File: config.mk
export PLATFORM = sky130hd
export DESIGN_NAME = keypad_entry_ctrl_flat
export DESIGN_NICKNAME = d
export VERILOG_FILES = /design/src/rtl/keypad_entry_ctrl_if.sv /design/src/rtl/keypad_entry_ctrl.sv /design/src/flat_wrapper.sv
export SDC_FILE = /design/constraint.sdc
export NUM_CORES = 1
export LEC_CHECK = 0
export ABC_CLOCK_PERIOD_IN_PS = 3800
export CAP_MARGIN = 20
export CORE_UTILIZATION = 25
export DETAILED_ROUTE_END_ITERATION = 10
export PLACE_DENSITY = 0.5
export SLEW_MARGIN = 30
export SYNTH_ARGS = -nofsm -noshare
export SYNTH_HDL_FRONTEND = slang
export SYNTH_SLANG_ARGS = --single-unit
File: constraint.sdc
create_clock -name clk -period 3.8 [get_ports clk]
set_input_delay 0.76 -clock clk [delete_from_list [all_inputs] [get_ports clk]]
set_output_delay 0.76 -clock clk [all_outputs]
set_load 0.01 [all_outputs]
File: src/rtl/keypad_entry_ctrl_if.sv
`default_nettype none
// ============================================================================
// Module   : keypad_entry_ctrl_if
// Brief    : Scanner-side and display-side signal bundle for keypad_entry_ctrl.
// Revision : 1.0 - initial release
// ============================================================================
interface keypad_entry_ctrl_if;
    logic       key_pressed;
    logic [3:0] value;
    logic       scan_en;
    logic       new_key;
    logic [3:0] digit_new;
    logic [3:0] digit_old;
    logic       busy;

    modport master (
        input  key_pressed,
        input  value,
        output scan_en,
        output new_key,
        output digit_new,
        output digit_old,
        output busy
    );

    modport slave (
        output key_pressed,
        output value,
        input  scan_en,
        input  new_key,
        input  digit_new,
        input  digit_old,
        input  busy
    );
endinterface
`default_nettype wire

File: src/rtl/keypad_entry_ctrl.sv
`default_nettype none
// ============================================================================
// Module   : keypad_entry_ctrl
// Brief    : Paces the row scanner and debounces key press/release into events.
// Revision : 1.0 - initial release
// ============================================================================
module keypad_entry_ctrl #(
    parameter int SCAN_DIV        = 4,
    parameter int DEBOUNCE_CYCLES = 8
) (
    input  wire                 clk,
    input  wire                 reset,
    keypad_entry_ctrl_if.master bus
);

    localparam int c_DIV_W = (SCAN_DIV > 1) ? $clog2(SCAN_DIV) : 1;
    localparam int c_CNT_W = $clog2(DEBOUNCE_CYCLES) + 1;
    localparam logic [c_DIV_W-1:0] c_DIV_LAST = c_DIV_W'(SCAN_DIV - 1);
    localparam logic [c_CNT_W-1:0] c_CNT_LAST = c_CNT_W'(DEBOUNCE_CYCLES - 1);

    typedef enum logic [1:0] {
        ST_IDLE    = 2'd0,
        ST_CONFIRM = 2'd1,
        ST_HELD    = 2'd2,
        ST_RELEASE = 2'd3
    } state_t;

    state_t             state_q,     state_d;
    logic [c_DIV_W-1:0] div_q,       div_d;
    logic [c_CNT_W-1:0] cnt_q,       cnt_d;
    logic [3:0]         cand_q,      cand_d;
    logic [3:0]         digit_new_q, digit_new_d;
    logic [3:0]         digit_old_q, digit_old_d;
    logic               new_key_q,   new_key_d;

    always_ff @(posedge clk) begin
        if (!reset) begin
            state_q     <= ST_IDLE;
            div_q       <= '0;
            cnt_q       <= '0;
            cand_q      <= '0;
            digit_new_q <= '0;
            digit_old_q <= '0;
            new_key_q   <= 1'b0;
        end else begin
            state_q     <= state_d;
            div_q       <= div_d;
            cnt_q       <= cnt_d;
            cand_q      <= cand_d;
            digit_new_q <= digit_new_d;
            digit_old_q <= digit_old_d;
            new_key_q   <= new_key_d;
        end
    end

    always_comb begin
        state_d     = state_q;
        div_d       = div_q;
        cnt_d       = cnt_q;
        cand_d      = cand_q;
        digit_new_d = digit_new_q;
        digit_old_d = digit_old_q;
        new_key_d   = 1'b0;

        unique case (state_q)
            ST_IDLE: begin
                // The divider freezes on detection so the row stays put.
                if (bus.key_pressed) begin
                    cand_d  = bus.value;
                    cnt_d   = '0;
                    state_d = ST_CONFIRM;
                end else if (div_q == c_DIV_LAST) begin
                    div_d = '0;
                end else begin
                    div_d = div_q + c_DIV_W'(1);
                end
            end
            ST_CONFIRM: begin
                if (!bus.key_pressed || (bus.value != cand_q)) begin
                    state_d = ST_IDLE;
                end else if (cnt_q == c_CNT_LAST) begin
                    digit_old_d = digit_new_q;
                    digit_new_d = cand_q;
                    new_key_d   = 1'b1;
                    state_d     = ST_HELD;
                end else begin
                    cnt_d = cnt_q + c_CNT_W'(1);
                end
            end
            ST_HELD: begin
                if (!bus.key_pressed) begin
                    cnt_d   = '0;
                    state_d = ST_RELEASE;
                end
            end
            ST_RELEASE: begin
                // A re-assertion here is release bounce, not a new press.
                if (bus.key_pressed) begin
                    state_d = ST_HELD;
                end else if (cnt_q == c_CNT_LAST) begin
                    div_d   = '0;
                    state_d = ST_IDLE;
                end else begin
                    cnt_d = cnt_q + c_CNT_W'(1);
                end
            end
            default: state_d = ST_IDLE;
        endcase
    end

    assign bus.scan_en   = reset && (state_q == ST_IDLE) && !bus.key_pressed
                           && (div_q == c_DIV_LAST);
    assign bus.new_key   = new_key_q;
    assign bus.digit_new = digit_new_q;
    assign bus.digit_old = digit_old_q;
    assign bus.busy      = (state_q != ST_IDLE);

endmodule
`default_nettype wire

File: src/flat_wrapper.sv
// flat-port wrapper written by rule: the top's interface ports become plain ports
module keypad_entry_ctrl_flat 
#(
    parameter int SCAN_DIV        = 4,
    parameter int DEBOUNCE_CYCLES = 8
)
  (clk, reset, bus_key_pressed, bus_value, bus_scan_en, bus_new_key, bus_digit_new, bus_digit_old, bus_busy);
  keypad_entry_ctrl_if bus_i ();
  input  wire clk;
  input  wire reset;
  input wire logic [$bits(bus_i.key_pressed)-1:0] bus_key_pressed;
  input wire logic [$bits(bus_i.value)-1:0] bus_value;
  output wire logic [$bits(bus_i.scan_en)-1:0] bus_scan_en;
  output wire logic [$bits(bus_i.new_key)-1:0] bus_new_key;
  output wire logic [$bits(bus_i.digit_new)-1:0] bus_digit_new;
  output wire logic [$bits(bus_i.digit_old)-1:0] bus_digit_old;
  output wire logic [$bits(bus_i.busy)-1:0] bus_busy;
  assign bus_i.key_pressed = bus_key_pressed;
  assign bus_i.value = bus_value;
  assign bus_scan_en = bus_i.scan_en;
  assign bus_new_key = bus_i.new_key;
  assign bus_digit_new = bus_i.digit_new;
  assign bus_digit_old = bus_i.digit_old;
  assign bus_busy = bus_i.busy;
  keypad_entry_ctrl #(.SCAN_DIV(SCAN_DIV), .DEBOUNCE_CYCLES(DEBOUNCE_CYCLES)) u_core (.clk(clk), .reset(reset), .bus(bus_i));
endmodule
==> impl_metrics.toml, run 1 <==
[outcome]
status = "completed"

[yosys]
syn-instance-count = 97
synth_async_sr_flop_share_pct = 0
synth_edf_count = 0
ys_types = 32
synth-seq-cells = 21
synthTopCellsByArea = "dfxtp_1 41%, mux2i_1 14%, nor2b_1 9.8%"
synthesis.area_sq_um = 1020
synth_seq_area_share_pct = 41.23
synth.top_cell.area_share_pct = 41.23
yosys_warnings = 0
ys.flop_type = "dfxtp_1"
synth_fp_nets = 106
post-synth-top-area-cell = "dfxtp_1"
avgSynthCellArea_sq_um = 10.51

[setup_path]
worst-setup-path-type = "primary input to output port"
crit_path_top_delay_cell = "clkdlybuf4s50_1"
crit_fanout = 7
critical_path_required_ns = 3.04
rr_startpoint = "u_core.cnt_q[0]"
crit_top_cell = "clkdlybuf4s50_1"
crit_chain = "clkdlybuf4s50_1 > nor2_1 > clkdlybuf4s50_1"
cpPeakStageDelay_ns = 0.54
critPathLaunchType = "primary input"
crit_path_start = "bus_key_pressed"
cp.arrival_ns = 1.98
endpoint_kind = "output port"

[detailed_routing]
drtIter0Drc = 26
drc = 0
firstDrtPassIters = 3
post_drt_wl_per_cell_um = 11.79
viasPerCell = 4.372
ant_nets = 0
vias = 717
wl_um = 1933

[pwr]
seq_power_share_pct = 54.4
power.leakage_nw = 0.4752
p_int_mw = 0.3261
p_sw_mw = 0.1005
p_clk_share_pct = 33.9
vdd_drop_max_v = 0.0001706
pwr-share-comb_pct = 11.7
powerDensity_nw_per_um2 = 332.3
swShare_pct = 23.56

[layout]
num-nets-final = 126
nFillCells = 403
antenna_cells = 0
final_cells = 164
drive_gt1_share_pct = 12.07
layout_common_cells = "21 x dfxtp_1, 17 x clkdlybuf4s50_1, 16 x nor2b_1"
area_growth_pct = 25.89
final_common_cell = "dfxtp_1"
utilization_pct = 33.79
design_area_sq_um = 1284

[cts]
cts_buffers = 3
cts.repair.resized = 0
cts_tree = "yes"
cts_sinks = 21
post_cts_buffers = 0
clk_pin_slew_ns = 0.07
clock_path_buffers = 2
cts_root_buffer = "clkbuf_8"
cts_hold_buf = 0
insertion_delay_ns = 0.25
cts_max_level = 1

[timing]
fin_setup_tns_ns = 0
setup_viol = 0
finalCriticalPeriod_ns = 2.743
grt_setup_unrepaired = "no"
maxSlewViolCount = 0
skew_ns = 0.002489
worst_slew_pin_slew_ns = 0.8208
max_freq_mhz = 364.6
period_share_pct = 72.17
slew_headroom_pct = 44.87
hold_viol = 0

[placement]
io_buffer_count = 17
placed_area_sq_um = 1239
place_hpwl_um = 1398
place_congestion = 0.7054
placed_cells = 160

[global_routing]
use_met3_pct = 3.621
antenna_found_initial = 0
use_met1_pct = 11.94
grt_pass1_wl_um = 3298
grt-busiest-layer = "met2"
track_usage_pct = 10.08
grt_max_degree = 23
use_met2_pct = 16.71
first_global_vias = 710
gr-total-overflow = 0

[worst_hold_path]
hp-class = "flip-flop to flip-flop"
min_from = "u_core.bus.digit_old[2]"

[die]
start_util_pct = 26.84
dieArea_sq_um = 4338
die_w_um = 65.87
pin_count = 18
rows = 22
fp.dieH_um = 65.87
coreArea_sq_um = 3799

[flow_run]
drv_cap = 0
==> critical path: cells and delay by family <==
kind                   cells  cell delay [ns]
buffers and inverters      2             1.08
and+or+nand+nor            1             0.15
==> through the flow <==
stage	total power [mW]	hold WS, ns	setup WS (ns)
finish	0.4266	0.5210	1.057
global route	0.4525	0.5445	1.022
CTS	0.4342	0.5214	1.061
detailed placement	0.2876	0.5067	1.022
global placement	0.2865	0.4952	1.076
floorplan	0.2694	0.4835	1.822
==> layout make-up <==
class | count | area [sq um] | share of cell area, %
multi-input combinational | 68 | 561.8 | 43.76
timing repair buffer | 18 | 177.7 | 13.84
inverter | 5 | 18.77 | 1.462
sequential | 21 | 420.4 | 32.75
clock buffer | 4 | 45.04 | 3.509
tap | 48 | 60.06 | 4.678
==> worst paths after layout <==
check | endpoint | slack (ns) | cells after the start
setup / recovery | bus_scan_en | 1.06 | 3
hold / removal | u_core.bus.digit_old[2] | 0.52 | 2
setup reg to reg | u_core.bus.digit_old[0] | 1.85 | 5
hold reg to reg | u_core.bus.digit_old[2] | 0.52 | 2
==> synth_stat cells, types with 2 or more instances <==
library cell and n:
xnor2_1 3, mux2i_1 14, nor2_1 6, a21oi_1 2
nor2b_1 16, dfxtp_1 21, nand3_1 4, inv_1 4
ha_1 2, clkbuf_1 2, o21ai_0 2
==> layer usage <==
metal | vias up | share of wire [%]
met3 | 2 | 4.2
met2 | 15 | 44
met4 | 0 | 1.4
li1 | 370 | -
met5 | - | 0
met1 | 330 | 50
==> cell families after synthesis <==
logic type                 synth area share [%]
AOI/OAI and AO/OA                         8.712
xor gates and xnor gates                  4.173
adders and majority gates                 2.454
buffers and inverters                     3.680
DFF                                       41.23
muxes                                     13.74
and+or+nand+nor                           26.01
==> power by group through the flow <==
stage | Combinational [mW] | Sequential (mW) | Clock [mW]
after floorplan | 0.0336 | 0.236 | 0
after global placement | 0.0494 | 0.237 | 0
after detailed placement | 0.0503 | 0.237 | 0
after CTS | 0.0504 | 0.232 | 0.152
after global routing | 0.0545 | 0.233 | 0.165
final | 0.0498 | 0.232 | 0.145
==> flip-flops by register name (all words and copies together), names as in the netlist <==
register and count:
u_core.state_q 2, u_core.bus.new_key 1, u_core.div_q 2, u_core.cand_q 4, u_core.bus.digit_old 4, u_core.bus.digit_new 4
u_core.cnt_q 4
Power figures use the tool's default switching activity.
==> inputs of run 2 (changes only) <==
ABC_CLOCK_PERIOD_IN_PS = 2600   (was 3800)
clock period = 2.6 ns   (was 3.8 ns; I/O delays follow)
==> run 2 against run 1 <==
- clock skew up 0.0016 ns
- hold slack lost 0.0070 ns
- largest power group unchanged
- non-clock buffer count grew 2
- register-to-register slack lost 0.87 ns
- sequential power rose by 46%
- total power up 47%
- core utilization increased by 0.43 points
==> impl_metrics.toml, run 2 (same netlist as run 1, synthesis figures left out) <==
[global_routing]
grt_pass1_wl_um = 3091
first_global_vias = 720
antenna_found_initial = 0
gr-total-overflow = 0
grt_max_degree = 23
track_usage_pct = 9.462

[cts]
cts.repair.resized = 0
cts_hold_buf = 0
cts_sinks = 21
cts_max_level = 1
cts_root_buffer = "clkbuf_8"
cts_buffers = 3
insertion_delay_ns = 0.26
clk_pin_slew_ns = 0.08
cts_tree = "yes"
post_cts_buffers = 0
clock_path_buffers = 2

[timing]
holdWs_ns = 0.5140
finalCriticalPeriod_ns = 2.229
setup_viol = 0
skew_ns = 0.004081
slew_headroom_pct = 81.08
hold_viol = 0
layout_setup_ws_ns = 0.3711
period_share_pct = 85.73
max_freq_mhz = 448.7
grt_setup_unrepaired = "no"
fin_setup_tns_ns = 0
maxSlewViolCount = 0
worst_slew_pin_slew_ns = 0.2833

[layout]
num-nets-final = 128
drive_gt1_share_pct = 14.41
final_cells = 166
layout_common_cells = "21 x dfxtp_1, 17 x clkdlybuf4s50_1, 16 x nor2b_1"
utilization_pct = 34.22
antenna_cells = 0
final_common_cell = "dfxtp_1"
area_growth_pct = 27.48
design_area_sq_um = 1300

[setup_path]
cp.arrival_ns = 1.71
worst-setup-path-type = "primary input to output port"
r2r_setup_slack_ns = 0.98
endpoint_kind = "output port"
critPathLaunchType = "primary input"
crit_fanout = 2
critical_path_required_ns = 2.08

[die]
die_w_um = 65.87
dieArea_sq_um = 4338
pin_count = 18
start_util_pct = 26.84
coreArea_sq_um = 3799
rows = 22
fp.dieH_um = 65.87

[placement]
placed_area_sq_um = 1254
place_congestion = 0.7476
place_ws_ns = 0.3706
place_hpwl_um = 1309
io_buffer_count = 17
placed_cells = 162

[pwr]
power.leakage_nw = 0.4882
vdd_drop_max_v = 0.0001535
p_total_mw = 0.6275
powerDensity_nw_per_um2 = 482.7

[flow_run]
drv_cap = 0

[detailed_routing]
viasPerCell = 4.452
met1_length_um = 866
topRoutingLayerUsed = "met4"
firstDrtPassIters = 3
wl_met2_um = 838
wl_um = 1811
drc = 0
post_drt_wl_per_cell_um = 10.91
routed-wl-met3_um = 64
drtIter0Drc = 13
ant_nets = 0
vias = 739

[worst_hold_path]
hp-class = "flip-flop to flip-flop"

[outcome]
status = "completed"
-- run 2: path summary, 6_finish.rpt --
kind	startpoint	endpoint	cells after the start
setup reg to reg	u_core.cnt_q[0]	u_core.bus.digit_old[3]	6
hold reg to reg	u_core.cnt_q[3]	u_core.cnt_q[3]	2
hold / removal	u_core.cnt_q[3]	u_core.cnt_q[3]	2
setup / recovery	reset	bus_scan_en	4
-- run 2: per-layer routing --
layer / vias to the layer above / track usage (%)
li1: 378 / -
met1: 343 / 11.40
met2: 14 / 14.92
met3: 4 / 2.414
met4: 0 / 5.707
met5: - / 0
-- run 2: layout make-up --
type / count / area (sq um)
multi-input combinational: 68 / 561.8
clock buffer: 3 / 41.29
clock inverter: 1 / 5.005
tap: 48 / 60.06
fill: 396 / 2499
inverter: 5 / 18.77
timing repair buffer: 20 / 192.7
sequential: 21 / 420.4
-- run 2: report_power, final --
group / switching (mW) / total [mW] / leakage, nW / internal (mW)
Clock: 0.109 / 0.216 / 0.0255 / 0.107
Sequential: 0.00912 / 0.339 / 0.170 / 0.330
Combinational: 0.0340 / 0.0726 / 0.292 / 0.0386
Total: 0.152 / 0.627 / 0.488 / 0.475
-- run 2: critical path: stages --
cell	delay, ns
clkdlybuf4s50_1	0.49
nand3_1	0.07
nor2_1	0.09
clkdlybuf4s50_1	0.54
==> inputs of run 3 (changes only) <==
GPL_TIMING_DRIVEN = 0   (was default)
==> run 3 against run 2 <==
- critical path depth grew 1
- register-to-register slack is essentially flat
- die area is the same
- via count shrank 1.8%
- largest power group unchanged
==> impl_metrics.toml, run 3 (same netlist as run 1, synthesis figures left out) <==
[pwr]
vdd_drop_max_v = 0.0001766
seq_power_share_pct = 54.2
power.leakage_nw = 0.4853
p_clk_share_pct = 34.2
swShare_pct = 24.15
p_int_mw = 0.4745
pwr-share-comb_pct = 11.7
p_total_mw = 0.6256
p_sw_mw = 0.1511
powerDensity_nw_per_um2 = 481.2

[timing]
fin_setup_tns_ns = 0
setup_viol = 0
hold_viol = 0
skew_ns = 0.001653
slew_headroom_pct = 70.70
period_share_pct = 95.28
finalCriticalPeriod_ns = 2.477
worst_slew_pin_slew_ns = 0.4395
maxSlewViolCount = 0
max_freq_mhz = 403.7
holdWs_ns = 0.5194
grt_setup_unrepaired = "no"

[cts]
cts_tree = "yes"
cts_root_buffer = "clkbuf_8"
post_cts_buffers = 0
clk_pin_slew_ns = 0.08
cts_sinks = 21
cts_buffers = 3
clock_path_buffers = 2
insertion_delay_ns = 0.26
cts_max_level = 1

[layout]
layout_common_cells = "21 x dfxtp_1, 17 x clkdlybuf4s50_1, 16 x nor2b_1"
final_common_cell = "dfxtp_1"
antenna_cells = 0
nFillCells = 380
utilization_pct = 34.22
final_cells = 166
drive_gt1_share_pct = 13.56
area_growth_pct = 27.48
num-nets-final = 128

[die]
rows = 22
fp.dieH_um = 65.87
start_util_pct = 26.84
pin_count = 18
dieArea_sq_um = 4338
die_w_um = 65.87
coreArea_sq_um = 3799

[placement]
place_congestion = 0.6872
io_buffer_count = 17
place_hpwl_um = 1361
placed_cells = 162

[global_routing]
gr-total-overflow = 0
grt_pass1_wl_um = 3249
track_usage_pct = 10.31
grt_max_degree = 13
antenna_found_initial = 0
first_global_vias = 743

[detailed_routing]
wl_um = 1916
ant_nets = 0
vias = 726
firstDrtPassIters = 3
post_drt_wl_per_cell_um = 11.54
drc = 0
drtIter0Drc = 8
viasPerCell = 4.373

[setup_path]
endpoint_kind = "output port"
critPathLaunchType = "primary input"
worst-setup-path-type = "primary input to output port"
cp.arrival_ns = 1.96
crit_fanout = 10
critical_path_required_ns = 2.08

[flow_run]
drv_cap = 0

[outcome]
status = "completed"

[worst_hold_path]
hp-class = "flip-flop to flip-flop"
-- run 3: final timing paths --
check / startpoint / endpoint / slack, ns / cells after the start
hold reg to reg: u_core.bus.digit_old[1] / u_core.bus.digit_old[1] / 0.52 / 2
setup / recovery: reset / bus_scan_en / 0.12 / 5
hold / removal: u_core.bus.digit_old[1] / u_core.bus.digit_old[1] / 0.52 / 2
setup reg to reg: u_core.cnt_q[0] / u_core.cnt_q[2] / 0.99 / 6
-- run 3: routing by layer --
| metal | global-route usage [%] | wire length [um] | up-vias |
|---|---|---|---|
| li1 | - | - | 377 |
| met1 | 11.35 | 909 | 331 |
| met2 | 17.47 | 905 | 14 |
| met3 | 2.069 | 51 | 4 |
| met4 | 7.337 | 50 | 0 |
| met5 | 0 | 0 | - |
-- run 3: cell type report --
class / count / area (sq um) / share of cell area, %
Multi-Input combinational cell: 68 / 561.8 / 43.21
Inverter: 5 / 18.77 / 1.444
Clock inverter: 1 / 5.005 / 0.3850
Buffer: 3 / 22.52 / 1.732
Tap cell: 48 / 60.06 / 4.620
Timing Repair Buffer: 17 / 170.2 / 13.09
Sequential cell: 21 / 420.4 / 32.34
Clock buffer: 3 / 41.29 / 3.176
-- run 3: repair_timing --
action,4_1_cts,5_1_grt
resized for setup,1,3
hold buffers,0,0
endpoints found under the setup margin,1,1
-- run 3: per-stage QoR --
step / cell area [sq um] / setup WS (ns)
final: 1300 / 0.1227
after global routing: 1300 / 0.02586
after CTS: 1297 / 0.02200
after detailed placement: 1250 / -0.1481
after global placement: 1250 / -0.1296
after floorplan: 1020 / 1.047
-- run 3: critical path, stage by stage --
cell and delay, ns:
clkdlybuf4s50_1 0.53, buf_4 0.19, nand3_1 0.08, nor2_1 0.09, clkdlybuf4s50_1 0.54
-- run 3: power groups by stage --
stage / Sequential (mW) / Clock (mW) / Combinational, mW
floorplan: 0.345 / 0 / 0.0492
global placement: 0.346 / 0 / 0.0718
detailed placement: 0.347 / 0 / 0.0731
CTS: 0.339 / 0.224 / 0.0737
global route: 0.341 / 0.238 / 0.0805
finish: 0.339 / 0.214 / 0.0729
